File: src/rtl/rv32_pkg.sv
// Shared RV32 definitions for the fetch front end: widths, major opcodes and the buffered fetch entry.
package rv32_pkg;

    localparam int XLEN = 32;

    localparam logic [6:0] OP_LOAD   = 7'b0000011;
    localparam logic [6:0] OP_STORE  = 7'b0100011;
    localparam logic [6:0] OP_RTYPE  = 7'b0110011;
    localparam logic [6:0] OP_BRANCH = 7'b1100011;

    typedef struct packed {
        logic [XLEN-1:0] pc;
        logic [XLEN-1:0] instr;
    } fetch_entry_t;

    function automatic logic [XLEN-1:0] align_word(input logic [XLEN-1:0] addr);
        return addr & ~32'h3;
    endfunction

endpackage

File: src/rtl/fetch_unit_fifo.sv
// Synchronous power-of-two FIFO with single-cycle flush; the head is shown combinationally and reads zero when empty.
module fetch_fifo #(
    parameter int WIDTH = 64,
    parameter int DEPTH = 2
) (
    input  logic                       clk,
    input  logic                       rst,
    input  logic                       flush_i,
    input  logic                       push_i,
    input  logic [WIDTH-1:0]           wdata_i,
    input  logic                       pop_i,
    output logic [WIDTH-1:0]           rdata_o,
    output logic [$clog2(DEPTH+1)-1:0] count_o
);

    localparam int AW = $clog2(DEPTH);
    localparam int CW = $clog2(DEPTH + 1);
    localparam logic [AW-1:0] PTR_ONE  = AW'(1);
    localparam logic [CW-1:0] CNT_ONE  = CW'(1);
    localparam logic [CW-1:0] CNT_FULL = CW'(DEPTH);

    logic [WIDTH-1:0] mem_q [DEPTH];
    logic [AW-1:0]    wptr_q, rptr_q;
    logic [CW-1:0]    count_q, count_d;
    logic             do_push, do_pop;

    assign do_pop  = pop_i && (count_q != '0);
    assign do_push = push_i && ((count_q != CNT_FULL) || do_pop);
    assign rdata_o = (count_q != '0) ? mem_q[rptr_q] : '0;
    assign count_o = count_q;

    always_comb begin
        count_d = count_q;
        if (do_push && !do_pop) begin
            count_d = count_q + CNT_ONE;
        end else if (do_pop && !do_push) begin
            count_d = count_q - CNT_ONE;
        end
    end

    // Flush discards every stored entry but lets nothing new in during that cycle.
    always_ff @(posedge clk) begin
        if (rst || flush_i) begin
            wptr_q  <= '0;
            rptr_q  <= '0;
            count_q <= '0;
        end else begin
            if (do_push) begin
                mem_q[wptr_q] <= wdata_i;
                wptr_q        <= wptr_q + PTR_ONE;
            end
            if (do_pop) begin
                rptr_q <= rptr_q + PTR_ONE;
            end
            count_q <= count_d;
        end
    end

endmodule

File: src/rtl/fetch_unit.sv
// Instruction fetch stage: owns the PC, issues in-order imem requests, buffers returned words and
// flushes wrong-path work on a branch redirect from the control unit.
module fetch_unit
    import rv32_pkg::*;
#(
    parameter int              DEPTH    = 2,
    parameter logic [XLEN-1:0] RESET_PC = 32'h0000_0000
) (
    input  logic            clk,
    input  logic            rst,
    output logic            imem_req_valid,
    input  logic            imem_req_ready,
    output logic [XLEN-1:0] imem_req_addr,
    input  logic            imem_rsp_valid,
    input  logic [XLEN-1:0] imem_rsp_data,
    input  logic            redirect,
    input  logic [XLEN-1:0] redirect_target,
    output logic            out_valid,
    input  logic            out_ready,
    output logic [XLEN-1:0] out_instr,
    output logic [XLEN-1:0] out_pc,
    output logic [6:0]      out_opcode,
    output logic [2:0]      out_func3,
    output logic [6:0]      out_func7
);

    localparam int CW = $clog2(DEPTH + 1);
    localparam logic [CW-1:0] ONE = CW'(1);
    localparam logic [CW:0]   CAP = (CW + 1)'(DEPTH);

    logic [XLEN-1:0] pc_q, pc_d;
    logic [CW-1:0]   inflight_q, inflight_d;
    logic [CW-1:0]   drop_q, drop_d;
    logic [CW-1:0]   count, tag_count;
    logic            fire, rsp_ok, keep, pop;
    logic [XLEN-1:0] rsp_pc;
    fetch_entry_t    push_entry, head;

    // Credit rule: buffered plus outstanding words never exceed the buffer, so every response has room.
    assign imem_req_valid = !rst && !redirect && (({1'b0, count} + {1'b0, inflight_q}) < CAP);
    assign imem_req_addr  = pc_q;
    assign fire           = imem_req_valid && imem_req_ready;
    assign rsp_ok         = imem_rsp_valid && (inflight_q != '0);
    assign keep           = rsp_ok && (drop_q == '0) && !redirect && !rst;
    assign pop            = out_valid && out_ready;
    assign push_entry     = '{pc: rsp_pc, instr: imem_rsp_data};

    fetch_fifo #(.WIDTH($bits(fetch_entry_t)), .DEPTH(DEPTH)) u_instr_buf (
        .clk     (clk),
        .rst     (rst),
        .flush_i (redirect),
        .push_i  (keep),
        .wdata_i (push_entry),
        .pop_i   (pop),
        .rdata_o (head),
        .count_o (count)
    );

    // Only requests whose responses will be kept hold a tag, so a redirect can simply empty this queue.
    fetch_fifo #(.WIDTH(XLEN), .DEPTH(DEPTH)) u_tag_q (
        .clk     (clk),
        .rst     (rst),
        .flush_i (redirect),
        .push_i  (fire),
        .wdata_i (pc_q),
        .pop_i   (keep),
        .rdata_o (rsp_pc),
        .count_o (tag_count)
    );

    assign out_valid  = (count != '0);
    assign out_instr  = head.instr;
    assign out_pc     = head.pc;
    assign out_opcode = head.instr[6:0];
    assign out_func3  = head.instr[14:12];
    assign out_func7  = head.instr[31:25];

    // Stale requests stay counted as in flight until they return, keeping the credit rule exact;
    // drop marks how many of those returns are wrong-path.
    always_comb begin
        pc_d       = pc_q;
        drop_d     = drop_q;
        inflight_d = inflight_q;
        if (fire) begin
            inflight_d = inflight_d + ONE;
        end
        if (rsp_ok) begin
            inflight_d = inflight_d - ONE;
        end
        if (rst) begin
            pc_d   = RESET_PC;
            drop_d = inflight_d;
        end else if (redirect) begin
            pc_d   = align_word(redirect_target);
            drop_d = inflight_d;
        end else begin
            if (fire) begin
                pc_d = pc_q + 32'd4;
            end
            if (rsp_ok && (drop_q != '0)) begin
                drop_d = drop_q - ONE;
            end
        end
    end

    always_ff @(posedge clk) begin
        pc_q       <= pc_d;
        inflight_q <= inflight_d;
        drop_q     <= drop_d;
    end

    // Memory must not answer a request that was never issued; the tag queue tracks the kept requests.
    always_ff @(posedge clk) begin
        if (!rst) begin
            assert (!(imem_rsp_valid && (inflight_q == '0)));
            assert (tag_count == (inflight_q - drop_q));
        end
    end

endmodule
File: config.mk
export PLATFORM = sky130hd
export DESIGN_NAME = fetch_unit
export DESIGN_NICKNAME = d
export VERILOG_FILES = /design/src/rtl/rv32_pkg.sv /design/src/rtl/fetch_unit_fifo.sv /design/src/rtl/fetch_unit.sv
export SDC_FILE = /design/constraint.sdc
export NUM_CORES = 1
export LEC_CHECK = 0
export BUFFER_PORTS_ARGS = -buffer_cell sky130_fd_sc_hd__clkbuf_2
export CELL_PAD_IN_SITES_DETAIL_PLACEMENT = 0
export CELL_PAD_IN_SITES_GLOBAL_PLACEMENT = 1
export CORE_UTILIZATION = 48
export DETAILED_ROUTE_END_ITERATION = 16
export GPL_ROUTABILITY_DRIVEN = 0
export PLACE_DENSITY_LB_ADDON = 0.12
export SETUP_SLACK_MARGIN = 0.5
export SLEW_MARGIN = 40
export SYNTH_ARGS = -nofsm -noshare
export SYNTH_HDL_FRONTEND = slang
export SYNTH_SLANG_ARGS = --single-unit
export TNS_END_PERCENT = 5
File: constraint.sdc
create_clock -name clk -period 16.1 [get_ports clk]
set_input_delay 1.61 -clock clk [delete_from_list [all_inputs] [get_ports clk]]
set_output_delay 1.61 -clock clk [all_outputs]
set_load 0.01 [all_outputs]
==> results.sh, run 1 <==
export IMPL_synth_compound_area_frac=0.0464
export IMPL_syn_area_um2=9600
export IMPL_rr_endpoint="imem_req_addr[24]"
export IMPL_synth_seq_cells=228
export IMPL_synth_top_family_by_area="simple AND/OR/NAND/NOR gates"
export IMPL_cts_made_buffers=23
export IMPL_ant_nets=0
export IMPL_syn_to_final_growth_pct=18.6
export IMPL_grt_start_max_net_pins=64
export IMPL_fin_skew_ps=8.12
export IMPL_die_y_um=143
export IMPL_wire_per_inst_um=16.4
export IMPL_cts_tree="built"
export IMPL_asyncSetResetFlopFracSynth=0
export IMPL_ctsHoldBuffers=0
export IMPL_die_w_um=143
export IMPL_dp_hpwl_mm=12.4
export IMPL_netlist_instances=718
export IMPL_grt_antenna_before_repair=0
export IMPL_synthSimpleGateAreaFrac=0.119
export IMPL_critPathCaptureType="primary output"
export IMPL_drive_gt1_frac=0.263
export IMPL_portBuffers=178
export IMPL_synth_fa_ha_area_frac=0.00861
export IMPL_via_per_inst=5.25
export IMPL_grtUsageTotal=0.183
export IMPL_r2r_start="u_instr_buf.count_o[0]"
export IMPL_synth_xor_area_share=0.0164
export IMPL_worst_pin_slew_ps=727
export IMPL_rows=51
export IMPL_grt_pass1_wl_mm=29.7
export IMPL_cp_arrival_ps=3050
export IMPL_hold_viol_final=0
export IMPL_cap_viol_max_count=0
export IMPL_crit_chain="clkbuf_2 > or2_2 > nor3_1 > clkbuf_2"
export IMPL_ir_drop_uv=82.0
export IMPL_hp_class="flip-flop to flip-flop"
export IMPL_hp_start="u_tag_q.rptr_q"
export IMPL_dp_cells=1115
export IMPL_drc_errors=0
export IMPL_drt_total_wl_mm=18.9
export IMPL_n_antenna_cell=0
export IMPL_grt_met2_usage=0.296
export IMPL_avgSynthCellArea_um2=13.4
export IMPL_max_stage_delay_ps=640
export IMPL_r2r_slack_ps=13030
export IMPL_clock_path_buffers=3
export IMPL_yosysUniqueCellTypes=50
export IMPL_ys_warn_count=0
export IMPL_cp_start_kind="input port"
export IMPL_drt_iter0_markers=274
export IMPL_cts_root_buf="clkbuf_16"
export IMPL_holdWs_ps=519
export IMPL_drv_slew=0
export IMPL_fin_cells=1156
export IMPL_cts_sinks=228
export IMPL_use_met1=0.249
export IMPL_synth_edf_count=186
export IMPL_period_share=0.289
export IMPL_setup_violations=0
export IMPL_post_cts_buffers=0
export IMPL_slowest_stage="or2_2"
export IMPL_die_area_um2=20600
export IMPL_clk_latency_ps=500
export IMPL_synth_area_mux_share=0.101
export IMPL_relSlewSlack=0.515
export IMPL_cts_resized=0
export IMPL_crit_type="input port to primary output"
export IMPL_nets=951
export IMPL_top_usage_layer="met2"
export IMPL_core_um2=19500
export IMPL_p_leak_uw=0.00403
export IMPL_worstRegToRegCells=7
export IMPL_dr_pass1_iters=4
export IMPL_status="finished clean"
export IMPL_ys_flop_type="edfxtp_1"
export IMPL_grt_use_met3=0.0290
export IMPL_io_pins=185
export IMPL_min_path_cells=2
export IMPL_cpMostUsedCell="clkbuf_2"
export IMPL_h_tree_depth=1
export IMPL_grt_pass1_vias=5902
export IMPL_rsz0062_at_grt="no"
export IMPL_clkTransAtPathRegs_ps=60
export IMPL_vias=6073
export IMPL_tns_ps=0
export IMPL_clock_fmax_ghz=0.215
export IMPL_fin_crit_ps=4660
export IMPL_yosysSeqAreaShare=0.670
export IMPL_start_util=0.491
export IMPL_worst_ep_required_time_ps=14490
export IMPL_powerDensity_nw_per_um2=117
export IMPL_worstPathMaxFanout=32
export IMPL_grt_ovfl_total=0
[stage by stage]
| stage | total power, uW | setup WS [ps] | area [um^2] | utilization |
|---|---|---|---|---|
| after detailed placement | 833 | 11340 | 10600 | 0.545 |
| after CTS | 1350 | 11340 | 11400 | 0.582 |
| after global placement | 825 | 11360 | 10600 | 0.544 |
| after global routing | 1390 | 11310 | 11400 | 0.583 |
| final | 1330 | 11440 | 11400 | 0.583 |
| after floorplan | 784 | 7220 | 9610 | - |
[where the power goes]
group / switching [uW] / total (uW) / internal, uW / leakage [uW]
Combinational: 75.9 / 130 / 54.3 / 0.00170
Sequential: 22.0 / 689 / 668 / 0.00197
Clock: 206 / 514 / 309 / 0.000363
Total: 304 / 1330 / 1030 / 0.00403
[critical path: cells and delay by family]
kind | cells | cell delay, ps
AND/OR/NAND/NOR | 2 | 850
buffers and inverters | 2 | 570
[state kept, by name, indices dropped and copies added (netlist names), named ones only]
register and flops:
u_tag_q.wptr_q 1, u_tag_q.rptr_q 1, u_tag_q.mem_q 60, u_tag_q.count_o 2, u_instr_buf.wptr_q 1, u_instr_buf.rptr_q 1, imem_req_addr 30, u_instr_buf.mem_q 124
u_instr_buf.count_o 2, inflight_q 2, drop_q 2
[worst max path at each step]
stage | startpoint | slack, ps | endpoint
after global placement | rst | 11360 | imem_req_valid
final | rst | 11440 | imem_req_valid
after global routing | rst | 11310 | imem_req_valid
after detailed placement | rst | 11340 | imem_req_valid
after CTS | rst | 11340 | imem_req_valid
after floorplan | redirect | 7220 | u_instr_buf.mem_q[0][0]
[cell type report]
cell class	count	area [um^2]
inverter	14	52.6
multi-input combinational	420	2840
clock inverter	9	96.3
clock buffer	32	639
timing repair buffer	188	986
tap	265	332
sequential	228	6430
fill	1636	8150
[synthesized netlist by cell type (all sizes together) (2+ instances only)]
cell type	count	area, um^2
a21oi	5	25.0
xor2	14	123
o31ai	7	52.6
edfxtp	186	5590
nor3	3	15.0
a2111oi	2	17.5
and2	9	56.3
nand2	24	90.1
inv	13	48.8
dfxtp	42	841
nand3	11	55.1
mux2i	95	951
o21ai	10	50.1
o211ai	2	15.0
nor2b	3	18.8
buf	27	186
o31a	3	26.3
a31oi	4	25.0
nor2	128	480
nand4	14	109
and3	6	37.5
a32o	2	20.0
clkbuf	32	121
a311oi	13	120
or4	9	67.6
a211oi	8	60.1
xnor2	4	35.0
or3	12	75.1
and4	5	43.8
a221oi	3	26.3
nor3b	4	41.3
ha	5	62.6
nor4	3	18.8
[cell families (layout without fill, tap and decap cells)]
| kind of cell | after synthesis | count (layout) |
|---|---|---|
| compound gates | 60 | 60 |
| buf+inv | 73 | 243 |
| xor+xnor | 18 | 18 |
| fa+ha+maj | 6 | 6 |
| mux | 96 | 96 |
| simple gates | 236 | 236 |
| other cells | 1 | 4 |
| flops | 228 | 228 |
[layout by cell type (no fill, tap or decap), types with 6 or more instances in the layout]
master | synthesis | layout
nand2_1 | 24 | 24
nor2_1 | 128 | 126
xor2_1 | 14 | 14
clkbuf_16 | 0 | 23
nand3_1 | 11 | 11
o21ai_0 | 10 | 10
clkbuf_1 | 31 | 6
clkbuf_2 | 1 | 178
or3_1 | 12 | 12
a211oi_1 | 8 | 8
or4_1 | 9 | 9
dfxtp_1 | 42 | 41
a311oi_1 | 12 | 12
buf_4 | 22 | 7
and3_1 | 6 | 6
nand4_1 | 12 | 12
inv_1 | 13 | 13
o31ai_1 | 7 | 7
and2_1 | 9 | 8
mux2i_1 | 95 | 95
edfxtp_1 | 186 | 186
[routing by layer]
layer / part of all wire / wire length, um
met1: 0.46 / 8680
met2: 0.46 / 8690
met3: 0.057 / 1070
met4: 0.026 / 501
met5: 0 / 0
Note: power is estimated with default switching activity, not from simulation.
==> inputs of run 2 (changes only) <==
CORE_UTILIZATION = 40   (was 48)
clock period = 4.1 ns   (was 16.1 ns; I/O delays follow)
==> run 2 against run 1 <==
  * Global-route usage is 1.7 points lower
  * Setup slack worse by 10000 ps
  * Sequential cell count did not move
  * Sequential power rose to 3.9 times the previous value
  * Largest cell class unchanged
==> results.sh, run 2 (synthesis results as in run 1) <==
export IMPL_cts_root_buf="clkbuf_16"
export IMPL_start_util=0.409
export IMPL_max_stage_delay_ps=520
export IMPL_cap_viol_max_count=0
export IMPL_n_antenna_cell=0
export IMPL_h_tree_depth=1
export IMPL_drive_gt1_frac=0.270
export IMPL_cts_resized=0
export IMPL_top_usage_layer="met2"
export IMPL_grt_met2_usage=0.265
export IMPL_die_w_um=157
export IMPL_dr_pass1_iters=5
export IMPL_rsz0062_at_grt="no"
export IMPL_drt_iter0_markers=360
export IMPL_crit_chain="and2_1 > fa_1 > nor3b_4 > buf_4 > nand4_1 > or3_1 > a2111oi_0"
export IMPL_grtUsageTotal=0.166
export IMPL_cts_sinks=228
export IMPL_critPathCaptureType="flip-flop"
export IMPL_powerDensity_nw_per_um2=472
export IMPL_holdWs_ps=98.2
export IMPL_post_cts_buffers=0
export IMPL_worst_ep_required_time_ps=4480
export IMPL_tns_ps=0
export IMPL_ctsHoldBuffers=0
export IMPL_crit_type="flip-flop to flip-flop"
export IMPL_nets=958
export IMPL_grt_antenna_before_repair=0
export IMPL_clock_path_buffers=3
export IMPL_dp_hpwl_mm=13.8
export IMPL_portBuffers=178
export IMPL_largest_register_ffs=124
export IMPL_grt_start_max_net_pins=63
export IMPL_grt_pass1_wl_mm=31.9
export IMPL_cp_start_kind="flip-flop"
export IMPL_final_common_cell="edfxtp_1"
export IMPL_worst_pin_slew_ps=689
export IMPL_relSlewSlack=0.539
export IMPL_io_pins=185
export IMPL_via_per_inst=5.02
export IMPL_setup_violations=0
export IMPL_fin_skew_ps=11.8
export IMPL_grt_ovfl_total=0
export IMPL_drc_errors=0
export IMPL_regMostFlops="u_instr_buf.mem_q"
export IMPL_worstPathMaxFanout=18
export IMPL_drv_slew=0
export IMPL_ant_nets=0
export IMPL_cts_tree="built"
export IMPL_grt_pass1_vias=6057
export IMPL_core_um2=23500
export IMPL_vias=6124
export IMPL_syn_to_final_growth_pct=21.1
export IMPL_grt_use_met3=0.0310
export IMPL_drt_total_wl_mm=20.4
export IMPL_cts_made_buffers=25
export IMPL_most_common_layout_cells="edfxtp_1, clkbuf_2, nor2_1"
export IMPL_clkTransAtPathRegs_ps=60
export IMPL_fin_crit_ps=3050
export IMPL_rows=56
export IMPL_period_share=0.745
export IMPL_status="finished clean"
export IMPL_ir_drop_uv=261
export IMPL_clock_fmax_ghz=0.327
export IMPL_clk_latency_ps=500
export IMPL_hold_viol_final=0
export IMPL_die_y_um=157
export IMPL_die_area_um2=24600
export IMPL_cp_arrival_ps=3440
export IMPL_p_leak_uw=0.00412
export IMPL_slowest_stage="or3_1"
export IMPL_hp_class="input port to flip-flop"
export IMPL_use_met1=0.228
export IMPL_wire_per_inst_um=16.7
[run 2: changes by cell type in the layout (fill, tap and decap cells not counted), moves of 2 or more]
| cell | before | now |
|---|---|---|
| buf_6 | 2 | 0 |
| bufinv_16 | 2 | 4 |
| buf_4 | 7 | 12 |
| clkbuf_16 | 23 | 25 |
[run 2: where the power goes]
part	internal, uW	leakage [uW]	switching [uW]
clock network	1410	0.000416	848
logic	220	0.00174	307
registers	2620	0.00197	84.8
total	4250	0.00412	1240
[run 2: stage by stage]
stage / instance area (um^2) / utilization / cells / worst slack (ps) / power (uW)
2_1_floorplan: 9630 / - / 721 / 526 / 3080
3_3_place_gp: 10700 / 0.457 / 1172 / 1150 / 3260
3_5_place_dp: 10800 / 0.458 / 1173 / 1080 / 3290
4_1_cts: 11600 / 0.494 / 1218 / 1020 / 5560
5_1_grt: 11600 / 0.495 / 1219 / 624 / 5730
6_report: 11600 / 0.495 / 1219 / 1050 / 5490
[run 2: worst max-delay path: cells and delay by family, from the launching register on]
kind / cells / cell delay (ps)
flip-flops: 1 / 460
AND/OR/NAND/NOR: 4 / 1410
adder cells (fa/ha/maj): 1 / 480
buffers and inverters: 1 / 250
AO/OA/AOI/OAI: 1 / 340
[run 2: final timing paths]
check / from / endpoint / slack [ps] / cells past startpoint
setup reg to reg: u_instr_buf.count_o[0] / imem_req_addr[24] / 1050 / 7
setup / recovery: u_instr_buf.count_o[0] / imem_req_addr[24] / 1050 / 7
hold reg to reg: u_instr_buf.rptr_q / flip-flop / 510 / 2
hold / removal: imem_rsp_data[31] / u_instr_buf.mem_q[0][31] / 100 / 1
[run 2: metal layers]
layer | share of wire | up-vias | wire length (um)
met3 | 0.067 | 38 | 1380
met4 | 0.022 | 0 | 440
met1 | 0.47 | 2892 | 9590
met5 | 0 | - | 0
met2 | 0.44 | 220 | 9000
li1 | - | 2974 | -
[run 2: area by class of cell]
cell class                 instances  area, um^2
fill                            2079       11900
timing repair buffer             193        1050
sequential                       228        6430
clock inverter                    13         170
clock buffer                      32         672
tap                              319         399
inverter                          14        52.6
multi-input combinational        420        2850
